--- src/rtl/game_ram_pkg.sv ---
// Shared constants, job codes and state encoding for the game character RAM scheduler.
package game_ram_pkg;

  localparam int COLS  = 50;
  localparam int ROWS  = 31;
  localparam int CELLS = COLS * ROWS;
  localparam int AW    = 11;
  localparam int DW    = 8;

  typedef enum logic [1:0] {
    JOB_CLR = 2'd0,
    JOB_ROW = 2'd1,
    JOB_KEY = 2'd2
  } job_t;

  typedef enum logic [2:0] {
    ST_IDLE,
    ST_CLR,
    ST_ROW_CLR,
    ST_ROW_NEW,
    ST_KEY_SCAN,
    ST_FINISH
  } state_t;

endpackage

--- src/rtl/game_ram_sweep.sv ---
// Loadable address counter shared by every RAM sweep; holds at the end address once reached.
module game_ram_sweep
  import game_ram_pkg::*;
(
  input  logic          clk,
  input  logic          reset,
  input  logic          load_i,
  input  logic          step_i,
  input  logic [AW-1:0] start_i,
  input  logic [AW-1:0] end_i,
  output logic [AW-1:0] addr_o,
  output logic          last_o
);

  logic [AW-1:0] addr_q, addr_d;
  logic [AW-1:0] end_q, end_d;

  always_comb begin
    addr_d = addr_q;
    end_d  = end_q;
    if (load_i) begin
      addr_d = start_i;
      end_d  = end_i;
    end else if (step_i && (addr_q != end_q)) begin
      addr_d = addr_q + AW'(1);
    end
  end

  always_ff @(posedge clk) begin
    if (reset) begin
      addr_q <= '0;
      end_q  <= '0;
    end else begin
      addr_q <= addr_d;
      end_q  <= end_d;
    end
  end

  assign addr_o = addr_q;
  assign last_o = (addr_q == end_q);

endmodule

--- src/rtl/game_ram_scheduler.sv ---
// Owns the character RAM ports and runs clear / row refresh / key search jobs one at a time.
// Build option KEY_ERASE_ALL_EN: key search erases every match and reports hit_cnt.
module game_ram_scheduler
  import game_ram_pkg::*;
(
  input  logic          clk,
  input  logic          reset,
  input  logic          clr_req,
  input  logic          row_req,
  input  logic [4:0]    row_idx,
  input  logic [2:0]    row_cnt,
  input  logic [6:0]    new_col,
  input  logic [DW-1:0] new_ascii,
  output logic          new_next,
  input  logic          key_req,
  input  logic [DW-1:0] key_ascii,
  output logic          clr_ack,
  output logic          row_ack,
  output logic          key_ack,
  output logic          busy,
  output logic          done,
  output logic [1:0]    done_job,
  output logic          miss,
  output logic          hit,
`ifdef KEY_ERASE_ALL_EN
  output logic [AW-1:0] hit_cnt,
`endif
  output logic [AW-1:0] ram_raddr,
  input  logic [DW-1:0] ram_rdata,
  output logic [AW-1:0] ram_waddr,
  output logic [DW-1:0] ram_wdata,
  output logic          ram_wren
);

  state_t        state_q, state_d;
  job_t          job_q, job_d;
  logic [AW-1:0] base_q, base_d;
  logic [2:0]    cnt_q, cnt_d;
  logic [DW-1:0] key_q, key_d;
  logic          miss_q, miss_d, hit_q, hit_d;
  logic [1:0]    done_job_q, done_job_d;
  logic          rd_done_q, rd_done_d, rd_pend_q;
  logic [AW-1:0] prev_addr_q;
`ifdef KEY_ERASE_ALL_EN
  logic [AW-1:0] hit_cnt_q, hit_cnt_d;
`endif

  logic          sw_load, sw_step, sw_last, rd_en, match, row_end;
  logic [AW-1:0] sw_start, sw_end, sw_addr, row_base;
  logic [6:0]    col_mod;

  assign row_base = AW'(row_idx) * AW'(COLS);
  assign col_mod  = new_col % 7'(COLS);
  // read data belongs to the address issued one cycle earlier
  assign match    = rd_pend_q && (ram_rdata == key_q);
  assign row_end  = rd_done_q && rd_pend_q;

  game_ram_sweep u_sweep (
    .clk     (clk),
    .reset   (reset),
    .load_i  (sw_load),
    .step_i  (sw_step),
    .start_i (sw_start),
    .end_i   (sw_end),
    .addr_o  (sw_addr),
    .last_o  (sw_last)
  );

  always_comb begin
    state_d   = state_q;
    job_d     = job_q;
    base_d    = base_q;
    cnt_d     = cnt_q;
    key_d     = key_q;
    miss_d    = miss_q;
    hit_d     = hit_q;
    rd_done_d = rd_done_q;
`ifdef KEY_ERASE_ALL_EN
    hit_cnt_d = hit_cnt_q;
`endif
    clr_ack   = 1'b0;
    row_ack   = 1'b0;
    key_ack   = 1'b0;
    sw_load   = 1'b0;
    sw_step   = 1'b0;
    sw_start  = '0;
    sw_end    = AW'(CELLS - 1);
    rd_en     = 1'b0;
    ram_raddr = '0;
    ram_waddr = '0;
    ram_wdata = '0;
    ram_wren  = 1'b0;
    new_next  = 1'b0;

    case (state_q)
      ST_IDLE: begin
        if (!reset) begin
          if (clr_req) begin
            clr_ack = 1'b1;
            job_d   = JOB_CLR;
            sw_load = 1'b1;
            state_d = ST_CLR;
          end else if (row_req) begin
            row_ack = 1'b1;
            job_d   = JOB_ROW;
            miss_d  = 1'b0;
            base_d  = row_base;
            cnt_d   = row_cnt;
            if (row_idx < 5'(ROWS)) begin
              sw_load  = 1'b1;
              sw_start = row_base;
              sw_end   = row_base + AW'(COLS - 1);
              state_d  = ST_ROW_CLR;
            end else begin
              state_d = ST_FINISH;
            end
          end else if (key_req) begin
            key_ack = 1'b1;
            job_d   = JOB_KEY;
            hit_d   = 1'b0;
            key_d   = key_ascii;
`ifdef KEY_ERASE_ALL_EN
            hit_cnt_d = '0;
`endif
            if (key_ascii != '0) begin
              sw_load = 1'b1;
              state_d = ST_KEY_SCAN;
            end else begin
              state_d = ST_FINISH;
            end
          end
        end
      end
      ST_CLR: begin
        ram_wren  = 1'b1;
        ram_waddr = sw_addr;
        sw_step   = 1'b1;
        if (sw_last) state_d = ST_FINISH;
      end
      ST_ROW_CLR: begin
        rd_en = !rd_done_q;
        if (rd_pend_q) begin
          ram_wren  = 1'b1;
          ram_waddr = prev_addr_q;
          if (ram_rdata != '0) miss_d = 1'b1;
        end
        if (row_end) state_d = (cnt_q != 3'd0) ? ST_ROW_NEW : ST_FINISH;
      end
      ST_ROW_NEW: begin
        ram_wren  = 1'b1;
        ram_waddr = base_q + AW'(col_mod);
        ram_wdata = new_ascii;
        new_next  = 1'b1;
        cnt_d     = cnt_q - 3'd1;
        if (cnt_q == 3'd1) state_d = ST_FINISH;
      end
      ST_KEY_SCAN: begin
        rd_en = !rd_done_q;
        if (match) begin
          ram_wren  = 1'b1;
          ram_waddr = prev_addr_q;
          hit_d     = 1'b1;
        end
`ifdef KEY_ERASE_ALL_EN
        if (match) hit_cnt_d = hit_cnt_q + AW'(1);
        if (row_end) state_d = ST_FINISH;
`else
        if (match || row_end) state_d = ST_FINISH;
`endif
      end
      ST_FINISH: begin
        state_d = ST_IDLE;
      end
      default: state_d = ST_IDLE;
    endcase

    if (rd_en) begin
      sw_step   = 1'b1;
      ram_raddr = sw_addr;
    end
    if (sw_load) rd_done_d = 1'b0;
    else if (rd_en && sw_last) rd_done_d = 1'b1;
    done_job_d = (state_d == ST_FINISH) ? job_d : done_job_q;
  end

  always_ff @(posedge clk) begin
    if (reset) begin
      state_q     <= ST_IDLE;
      job_q       <= JOB_CLR;
      base_q      <= '0;
      cnt_q       <= '0;
      key_q       <= '0;
      miss_q      <= 1'b0;
      hit_q       <= 1'b0;
      done_job_q  <= '0;
      rd_done_q   <= 1'b0;
      rd_pend_q   <= 1'b0;
      prev_addr_q <= '0;
`ifdef KEY_ERASE_ALL_EN
      hit_cnt_q   <= '0;
`endif
    end else begin
      state_q     <= state_d;
      job_q       <= job_d;
      base_q      <= base_d;
      cnt_q       <= cnt_d;
      key_q       <= key_d;
      miss_q      <= miss_d;
      hit_q       <= hit_d;
      done_job_q  <= done_job_d;
      rd_done_q   <= rd_done_d;
      rd_pend_q   <= rd_en;
      prev_addr_q <= sw_addr;
`ifdef KEY_ERASE_ALL_EN
      hit_cnt_q   <= hit_cnt_d;
`endif
    end
  end

  assign busy     = (state_q != ST_IDLE) && (state_q != ST_FINISH);
  assign done     = (state_q == ST_FINISH);
  assign done_job = done_job_q;
  assign miss     = miss_q;
  assign hit      = hit_q;
`ifdef KEY_ERASE_ALL_EN
  assign hit_cnt  = hit_cnt_q;
`endif

endmodule

--- config.mk ---
export PLATFORM = sky130hd
export DESIGN_NAME = game_ram_scheduler
export DESIGN_NICKNAME = d
export VERILOG_FILES = /design/src/rtl/game_ram_pkg.sv /design/src/rtl/game_ram_sweep.sv /design/src/rtl/game_ram_scheduler.sv
export SDC_FILE = /design/constraint.sdc
export NUM_CORES = 1
export LEC_CHECK = 0
export BUFFER_PORTS_ARGS = -buffer_cell sky130_fd_sc_hd__buf_2
export CORE_ASPECT_RATIO = 1.2
export CORE_MARGIN = 2
export CORE_UTILIZATION = 51
export CTS_BUF_LIST = sky130_fd_sc_hd__clkbuf_16
export DETAILED_ROUTE_END_ITERATION = 16
export PLACE_DENSITY = 0.78
export SYNTH_ARGS = -nofsm -noshare
export SYNTH_HDL_FRONTEND = slang
export SYNTH_SLANG_ARGS = --single-unit
--- constraint.sdc ---
create_clock -name clk -period 3.53 [get_ports clk]
set_clock_uncertainty 0.1 [all_clocks]
set_input_delay 0.1765 -clock clk [delete_from_list [all_inputs] [get_ports clk]]
set_output_delay 0.1765 -clock clk [all_outputs]
set_load 0.01 [all_outputs]
Word-level counts from Yosys, hierarchy flattened
Cells that the tools add are included.
{"block": "op_classes", "div": 1, "n_addsub": 4, "bitwise": 2, "magnitude_cmp": 1, "n_reduce_logical": 24, "eq_ne": 18, "muxes": 70, "mul": 1}
{"operator": "$mux 11", "count": 13}
{"operator": "$pmux 11 s4", "count": 1}
{"operator": "$mux 3", "count": 12}
{"operator": "$mux 1", "count": 34}
{"operator": "$reduce_bool 8->1", "count": 2}
{"operator": "$pmux 3 s5", "count": 1}
{"operator": "$ne 2x2->1 const B", "count": 7}
{"operator": "$add 11x1->11 const B", "count": 1}
{"operator": "$add 11x6->11 const B", "count": 1}
{"operator": "$add 11x7->11", "count": 1}
{"operator": "$eq 11x11->1", "count": 1}
{"operator": "$ne 11x11->1", "count": 1}
{"operator": "$mul 5x5->10 const B", "count": 1}
{"operator": "$reduce_and 5->1", "count": 2}
{"operator": "$eq 3x3->1 const B", "count": 3}
{"operator": "$eq 8x8->1", "count": 1}
{"operator": "$mux 2", "count": 4}
{"operator": "$mux 8", "count": 1}
{"operator": "$reduce_bool 2->1", "count": 4}
{"operator": "$mod 7x6->7 const B", "count": 1}
{"operator": "$eq 3x1->1 const B", "count": 2}
{"operator": "$eq 3x2->1 const B", "count": 2}
{"operator": "$pmux 3 s2", "count": 1}
{"operator": "$reduce_and 3->1", "count": 2}
{"operator": "other kinds (13)", "count": 22}
{"block": "word_totals", "reg_bits": 65, "output_inout_bits": 41, "in_bits": 44, "word_cells": 134}

Longest topological paths before layout
{"block": "logic_depth", "depth_word": 8, "ltp_mapped": 16, "depth_no_buf": 15}

Cells and area by module
Synthesis repeated with hierarchy kept, for this count alone.
{"block": "unflattened", "hier_cells": 576, "area_unflattened_um2": 4644.5}
{"mod": "game_ram_scheduler", "cells_per_inst": 447, "instances": 1, "area_each_um2": 3504.6}
{"mod": "game_ram_sweep", "cells_per_inst": 129, "instances": 1, "area_each_um2": 1139.8}

Worst setup path before layout
No wires, ideal clock.
{"block": "synth_timing", "path_type": "input -> output", "start": "input new_col[5]", "end": "output ram_waddr[9]", "arrival_ps": 3133, "setup_slack_ps": 121, "required_time_ps": 3253, "n_path_buf": 1, "path_stages": 16, "cell_sequence": "buf_2 > and3b_1 > o21ai_0 > and2_1 > ha_1 > a311oi_1 > a21oi_1 > xnor2_1 > ha_1 > fa_1 > a21o_1 > a21oi_1 > o21ai_0 > nand4b_1 > xor2_1 > o21ai_0"}
{"block": "synth_between", "elab_chain_cells": 3}
{"item": "start: declaration", "line_no": "game_ram_scheduler.sv:12", "text": "input logic [6:0] new_col,"}
{"item": "$mod 7x6->7", "line_no": "game_ram_scheduler.sv:53", "text": "assign col_mod = new_col % 7'(COLS);"}
{"item": "$add 11x7->11", "line_no": "game_ram_scheduler.sv:151", "text": "ram_waddr = base_q + AW'(col_mod);"}
{"item": "$pmux 11 s4", "line_no": "game_ram_scheduler.sv:95", "text": "case (state_q)"}
{"item": "end: declaration", "line_no": "game_ram_scheduler.sv:30", "text": "output logic [AW-1:0] ram_waddr,"}
No other way between the ends.

Worst setup path after layout
{"block": "layout_timing", "start": "input new_col[2]", "end": "output ram_waddr[7]"}
The elaborated chain is that of the path after synthesis.

==> impl_metrics.ini <==
[worst_setup_path]
rrSetupSlack_ns = 1.12
reg2reg_depth = 7
reg2reg_from = state_q[1]$_SDFF_PP0_
crit_arrival_ns = 3.20
start_kind = input port
cp-end-kind = output port
path_class = in2out
cp_data_required_time_ns = 3.25
rr_endpoint = cnt_q[2]$_SDFFE_PP0P_
crit_fanout = 4

[sta]
drv_slew = 0
worstMarginPinSlew_ns = 0.651
fmax_mhz = 288
finalSetupTns_ns = 0
rsz0062_at_grt = true
setup_violations = 0
period_needed_ns = 3.48
hold_viol_final = 0
post-route-period-util_pct = 98.5
relSlewSlack_pct = 56.5

[place]
dpl.hpwl_um = 8530
place_inst = 723
gp_congestion = 0.906
port_buffers = 84

[floorplanning]
fp.dieW_um = 88.2
dieArea_um2 = 9260
start_util_pct = 52.9
pin_count = 85
fp.coreArea_um2 = 8200
die_y_um = 105
std_cell_rows = 36

[clock_network]
path_clk_slew_ns = 0.06
clk_latency_ns = 0.33
cts_buffers = 9
cts_tree = built
clockRootBuffer = clkbuf_16
clockBufferDepth = 2
htreeDepth = 3
cts.sinks = 65

[drt]
vias = 4254
antenna_left = 0
wl_per_cell_um = 15.7
drc = 0
drtIter0Drc = 301
vias_per_cell = 5.69
first_pass_iters = 5
wl_um = 11700

[final_layout]
final_common_cell = buf_2
area_delta_synth_final_pct = 22.8
drive_gt1_share_pct = 22.6
final_nets = 704
antennaDiodeCount = 0
finalNonFillerCells = 747
layout_common_cells = buf_2 (83), dfxtp_1 (65), nor2_1 (55)

[synth]
syn_area_um2 = 4340
syn_area_per_cell_um2 = 8.03
ys_warn_count = 0
synthCells = 540
synth_seq_area_share_pct = 30.0
synth_edf_count = 0
syn_nets = 616
async_flop_share_pct = 0
ys_ff_latch = 65
ys.flop_type = dfxtp_1
yosys.cell_types.count = 62

[global_route]
grt_overflow = 0
grt_pass1_vias = 4019
antenna_found_initial = 0
grt_max_degree = 48
grt_pass1_wl_um = 18800
track_usage_pct = 25.4

[power_and_ir_drop]
leakage_nw = 2.48
powerDensity_nw_per_um2 = 472
ir_drop_v = 0.000304

[worst_hold_path]
whs_path_depth = 3
worstHoldStart = key_ascii[5]
whs_endpoint = key_q[5]$_SDFFE_PP0P_
hp-class = in2reg

[status]
status = finished, final reports clean

[job]
cap_violations = 0
==> critical path, stage by stage <==
cell       delay, ns
buf_6           0.10
and3b_1         0.23
o21ai_1         0.08
and2_4          0.15
ha_4            0.17
a311oi_4        0.37
a21oi_4         0.08
xnor2_1         0.15
ha_2            0.21
fa_2            0.39
a21o_1          0.19
a21oi_4         0.17
o21bai_1        0.12
a2bb2oi_2       0.16
a21oi_2         0.06
a221o_1         0.27
buf_2           0.14
==> cell type report <==
cell class / count / area (µm²)
Multi-Input combinational cell: 424 / 2930
Fill cell: 705 / 2870
Sequential cell: 65 / 1300
Timing Repair Buffer: 108 / 617
Clock buffer: 9 / 225
Tap cell: 114 / 143
Inverter: 20 / 75.1
Clock inverter: 7 / 38.8
==> Yosys cell counts, types with 4 or more instances <==
library cell  count  share of area [%]
xor2_1           27                5.5
dfxtp_1          65                 30
o22ai_1           4               0.58
a22oi_1           6                1.0
nand4_1           4               0.58
nor2_1           55                4.8
o21ai_0          22                2.5
mux2i_1          11                2.5
a21oi_1          36                4.2
or3_1             4               0.58
nor2b_1          18                2.6
and3_1           14                2.0
a21o_1            5               0.87
clkbuf_1         22                1.9
nand3_1          18                2.1
nor3_1           18                2.1
a31oi_1           7                1.0
xnor2_1          15                3.0
nand2_1          45                3.9
nand2b_1          4               0.58
a221o_1           5                1.2
nor4_1            6               0.87
a211oi_1          9                1.6
inv_1            19                1.6
and2_1           15                2.2
ha_1             30                8.7
buf_2             7               0.81
==> routing by layer <==
layer  up-vias  track usage [%]  share of wire (%)
met3        14             4.11                4.4
met2       136             43.5                 52
li1       2091                -                  -
met5         -                0                  0
met4         0             7.14                1.4
met1      2013             32.3                 42
==> where the power goes <==
| group | leakage (nW) | total [W] | internal (W) | switching, W |
|---|---|---|---|---|
| clock | 0.124 | 0.000786 | 0.000465 | 0.000321 |
| combinational | 1.83 | 0.000827 | 0.000357 | 0.000470 |
| sequential | 0.529 | 0.000898 | 0.000806 | 0.0000917 |
==> kinds of logic after synthesis <==
logic type	after synthesis	share of synthesized area, %
and+or+nand+nor	219	25.8
buffers and inverters	51	4.79
AOI/OAI and AO/OA	118	18.1
adders and majority gates	32	9.58
DFF	65	30.0
muxes	13	3.23
xor gates and xnor gates	42	8.48
==> sequential cells by signal (all words and copies together), names as in the netlist, 2 cells and up <==
register / cells
base_q: 10
key_q: 8
prev_addr_q: 11
state_q: 3
job_q: 2
u_sweep.addr_o: 11
done_job: 2
u_sweep.end_q: 11
cnt_q: 3
==> worst max path at each step <==
| stage | from | endpoint | slack, ns | depth (start not counted) |
|---|---|---|---|---|
| 2_1_floorplan | new_col[5] | ram_waddr[9] | 0.12 | 16 |
| 3_3_place_gp | new_col[2] | ram_waddr[5] | -0.04 | 17 |
| 3_5_place_dp | new_col[2] | ram_waddr[7] | -0.17 | 17 |
| 4_1_cts | new_col[2] | ram_waddr[7] | 0.005 | 17 |
| 5_1_grt | new_col[2] | ram_waddr[7] | -0.07 | 17 |
| 6_report | new_col[2] | ram_waddr[7] | 0.05 | 17 |
==> metrics by stage <==
stage | setup slack (ns) | hold WS (ns) | cell area (µm²) | utilization, % | power (W)
6_report | 0.0532 | 0.00751 | 5330 | 65.0 | 0.00251
5_1_grt | -0.0724 | 0.0380 | 5330 | 65.0 | 0.00266
4_1_cts | 0.00533 | 0.00104 | 5210 | 63.5 | 0.00249
3_5_place_dp | -0.173 | 0.334 | 4890 | 59.6 | 0.00170
3_3_place_gp | -0.0413 | 0.319 | 4890 | 59.6 | 0.00168
2_1_floorplan | 0.121 | 0.212 | 4340 | - | 0.00147
==> timing repair <==
action,in CTS,in global routing
endpoints found under the setup margin,5,6
hold buffers,4,0
hold endpoints to repair,4,0
pin swaps,0,14
gates resized for setup,3,21
setup buffers,0,5
Power figures use the tool's default switching activity.
